File: config.mk
export PLATFORM = sky130hd
export DESIGN_NAME = serial_adder_fsm
export DESIGN_NICKNAME = d
export VERILOG_FILES = /design/src/rtl/serial_adder_fsm.sv
export SDC_FILE = /design/constraint.sdc
export NUM_CORES = 1
export LEC_CHECK = 0
export ABC_CLOCK_PERIOD_IN_PS = 2150
export CAP_MARGIN = 30
export CORE_UTILIZATION = 52
export DETAILED_ROUTE_END_ITERATION = 8
export PLACE_DENSITY_LB_ADDON = 0.08
export SLEW_MARGIN = 20
export SYNTH_ARGS = -nofsm -noshare
export SYNTH_HDL_FRONTEND = slang
export SYNTH_SLANG_ARGS = --single-unit
File: constraint.sdc
create_clock -name clk -period 2.15 [get_ports clk]
set_input_delay 0.3225 -clock clk [delete_from_list [all_inputs] [get_ports clk]]
set_output_delay 0.3225 -clock clk [all_outputs]
set_load 0.05 [all_outputs]
File: src/rtl/serial_adder_fsm.sv
// Bit-serial adder: one full-adder cell plus a registered carry, LSB first.
// Operands arrive on an in_valid/in_ready handshake; the result leaves on an out_valid/out_ready handshake.
module serial_adder_fsm #(
    parameter int WIDTH = 8
) (
    input  logic             clk,
    input  logic             rst_n,
    input  logic             in_valid,
    output logic             in_ready,
    input  logic [WIDTH-1:0] a,
    input  logic [WIDTH-1:0] b,
    input  logic             cin,
    output logic             out_valid,
    input  logic             out_ready,
    output logic [WIDTH-1:0] sum,
    output logic             cout,
    output logic             busy
);
    localparam int CW = $clog2(WIDTH);

    typedef enum logic [1:0] {IDLE, SHIFT, DONE} state_t;

    state_t           state, state_nx;
    logic [WIDTH-1:0] a_sr, b_sr;
    logic             c;
    logic [CW-1:0]    cnt;
    logic             s, c_nx, last;

    assign s    = a_sr[0] ^ b_sr[0] ^ c;
    assign c_nx = (a_sr[0] & b_sr[0]) | (a_sr[0] & c) | (b_sr[0] & c);
    assign last = (cnt == CW'(WIDTH - 1));

    // Handshake flags come from the state register only.
    assign in_ready  = (state == IDLE);
    assign out_valid = (state == DONE);
    assign busy      = (state != IDLE);

    always_comb begin
        state_nx = state;
        case (state)
            IDLE:    if (in_valid) state_nx = SHIFT;
            SHIFT:   if (last) state_nx = DONE;
            DONE:    if (out_ready) state_nx = IDLE;
            default: state_nx = IDLE;
        endcase
    end

    always_ff @(posedge clk or negedge rst_n) begin
        if (!rst_n) state <= IDLE;
        else        state <= state_nx;
    end

    always_ff @(posedge clk or negedge rst_n) begin
        if (!rst_n) begin
            a_sr <= '0;
            b_sr <= '0;
            c    <= 1'b0;
            cnt  <= '0;
            sum  <= '0;
            cout <= 1'b0;
        end else begin
            case (state)
                IDLE: begin
                    if (in_valid) begin
                        a_sr <= a;
                        b_sr <= b;
                        c    <= cin;
                        cnt  <= '0;
                        sum  <= '0;
                    end
                end
                SHIFT: begin
                    // Sum bits enter at the MSB so bit 0 lands at sum[0] after WIDTH shifts.
                    sum  <= {s, sum[WIDTH-1:1]};
                    a_sr <= a_sr >> 1;
                    b_sr <= b_sr >> 1;
                    c    <= c_nx;
                    cnt  <= cnt + 1'b1;
                    if (last) cout <= c_nx;
                end
                default: ;
            endcase
        end
    end
endmodule

==> impl_results.md <==
- Setup_tns: 0 ns
- Synthesized cell area: 1380 µm²
- CP Max Fanout: 11
- Overflow after GRT: 0
- RSZ-0062 raised after global routing: false
- Area Overhead vs Synth: 27.8%
- Vias in the first global route: 1025
- Post-Syn Instances: 117
- Cell count of the worst reg-to-reg path: 2
- # Max-Cap Violations: 0
- CP cell instances: nor2_1, buf_4
- Max clock buf depth: 2
- R2r setup slk: 0.75 ns
- Area after DPL: 1690 µm²
- Max Used Layer: met4
- Clock transition at path regs: 0.10 ns
- Residual DRC: 0
- Antenna violations before repair: 0
- Met1 wire length: 1.25 mm
- Die ar.: 2850 µm²
- Core ar.: 2480 µm²
- Outcome: finished, final reports clean
- Sink Count: 31
- # fillers: 208
- Peak VDD IR: 1.01 mV
- Worst EP arrival: 1.54 ns
- Clock Skew: 0.0149 ns
- Share of cells above drive strength 1: 0.139
- Pre-CTS setup slack: 0.482 ns
- Hold Path Class: input port to asynchronous set/reset pin
- Hold-fix buffers at CTS: 0
- Worst-Margin Slew: 0.515 ns
- Synth Net Count: 141
- Max Transition Viols Final: 0
- Slowest CP cell: dfrtp_1
- Die Wd: 53.4 µm
- F_max: 0.537 GHz
- Avg Synthesized Cell Area: 11.8 µm²
- WP data required: 1.83 ns
- Drt wl/cell: 15.7 µm
- Placer congestion estimate: 0.778
- Metal3 WL: 169 µm
- WP buf/inv: 1
- Total GRT Usage: 0.232
- Row cnt: 18
- Final Cycle Share: 0.866
- Nets: 174
- Fin crit period: 1.86 ns
- Setup crit start kind: register
- Inserted Clock Buffers: 5
- Ant diodes: 0
- Clk_lat worst skew: 0.33 ns
- Worst stage delay on the critical path: 0.54 ns
- H-Tree Depth: 2
- Post_cts resized: 0
- Worst path top cell family by delay: flip-flops
- Reg2Reg Capture Point: a_sr[1]$_DFFE_PN0P_
- Syn. warnings: 0
- Initial DRC Count: 28
- R2R Path Start: state[0]$_DFFE_PN0P_
- Unique cell type count in the Yosys netlist: 27
- Met2 wire length: 1.38 mm
- Setup Viol. Count Final: 0
- I/O pins: 33
- Drt first pass iters: 4
- #FFs+latches synth: 31
- Sequential share of the synthesized area: 0.564
- Final hold viol count: 0
- Largest net degree at the start of global routing: 32
- Final WL: 2.83 mm
- CP Class: register to output pin
- Placed insts: 173
- First-pass GRT wire length: 4.55 mm
- Postcts setup bufs: 0
- Initial core utilization: 0.555
- CTS tree: built
- Hold_ws: 0.392 ns
- HPWL Detailed: 2.04 mm
- Clock root cell: clkbuf_4
- Post-route cell area: 1760 µm²
- Total leakage power: 0.764 nW
- ANT nets after route: 0
- P per Cell Area: 1560 nW/µm²
- Worst slew margin relative to its limit: 0.657
- Final Non-Filler Cells: 181
- DIE HEIGHT: 53.4 µm
- DR vias/cell: 6.06
- Via count: 1096
- Worst Setup End Kind: output pin
- PortBufs: 32
- Final worst setup slack: 0.287 ns
## report_power, final
part | switching (mW) | internal, mW
Combinational | 0.747 | 0.553
Sequential | 0.210 | 0.847
Clock | 0.185 | 0.192
## state kept, by name (all words and copies together) (netlist names)
register	cells
cnt	3
b_sr	8
cout	1
c	1
sum	8
a_sr	8
state	2
## stage by stage
| stage | total power, mW | utilization |
|---|---|---|
| after floorplan | 2.02 | - |
| after global placement | 2.32 | 0.682 |
| after detailed placement | 2.38 | 0.682 |
| after CTS | 2.75 | 0.710 |
| after global routing | 2.92 | 0.710 |
| final | 2.73 | 0.710 |
## final cells by class
cell class	instances	area, µm²	share of cell area
inverter	6	25.0	0.0142
multi-input combinational	72	523	0.298
timing repair buffer	34	328	0.186
sequential	31	776	0.441
tap	30	37.5	0.0214
clock buffer	8	68.8	0.0391
## worst register-to-register path, cell delays in order (launching register included)
cell and delay [ns]:
dfrtp_1 0.61, nand2b_1 0.33, o221a_2 0.36
## kinds of logic (layout without fill, tap and decap cells)
logic type,count (synthesis),in the layout,synth area share
buffers and inverters,14,48,0.0555
AO/OA/AOI/OAI,53,53,0.278
AND/OR/NAND/NOR,16,16,0.0701
flip-flops,31,31,0.564
adder cells (fa/ha/maj),3,3,0.0328
## worst max-delay path by stage
stage,start,end,depth (start not counted)
2_1_floorplan,state[0]$_DFFE_PN0P_,busy,3
3_3_place_gp,in_valid,sum[1]$_DFFE_PN0P_,3
3_5_place_dp,in_valid,sum[7]$_DFFE_PN0P_,4
4_1_cts,sum[5]$_DFFE_PN0P_,sum[5],1
5_1_grt,state[0]$_DFFE_PN0P_,busy,3
6_report,state[0]$_DFFE_PN0P_,in_ready,2
## synthesized netlist by cell type (all sizes together)
library cell / n / area [µm²]
a22o: 9 / 78.8
inv: 6 / 25.0
nor2: 6 / 40.0
fa: 1 / 20.0
o31ai: 1 / 7.51
buf: 8 / 51.3
a2bb2oi: 6 / 52.6
a221oi: 1 / 15.0
nand2b: 3 / 21.3
dfrtp: 31 / 776
nand3b: 2 / 15.0
o22ai: 20 / 125
o21bai: 1 / 11.3
nand3: 1 / 5.00
o221a: 1 / 11.3
nand2: 4 / 15.0
a21oi: 8 / 40.0
ha: 2 / 25.0
o21ai: 4 / 20.0
a32o: 2 / 20.0
## placed cells by master (no fill, tap or decap)
cell             instances
o31ai_1                  1
nor2_2                   1
a2bb2oi_1                6
inv_2                    1
dfrtp_1                 31
a22o_1                   9
inv_1                    4
clkdlybuf4s50_1         29
nor2_1                   3
nor2_4                   2
fa_1                     1
a21oi_1                  8
o221a_2                  1
nand3_1                  1
clkbuf_4                 5
nand2b_2                 1
o21ai_1                  4
nand3b_1                 2
ha_1                     2
o21bai_2                 1
buf_4                    5
a32o_1                   2
inv_4                    1
nand2b_1                 2
nand2_1                  4
clkbuf_1                 1
o22ai_1                 20
clkbuf_8                 2
a221oi_2                 1
## routing by layer
metal	GRT usage	vias to the layer above
li1	-	516
met1	0.269	536
met2	0.381	38
met3	0.0977	6
met4	0.0746	0
met5	0	-
Power figures use the tool's default switching activity.
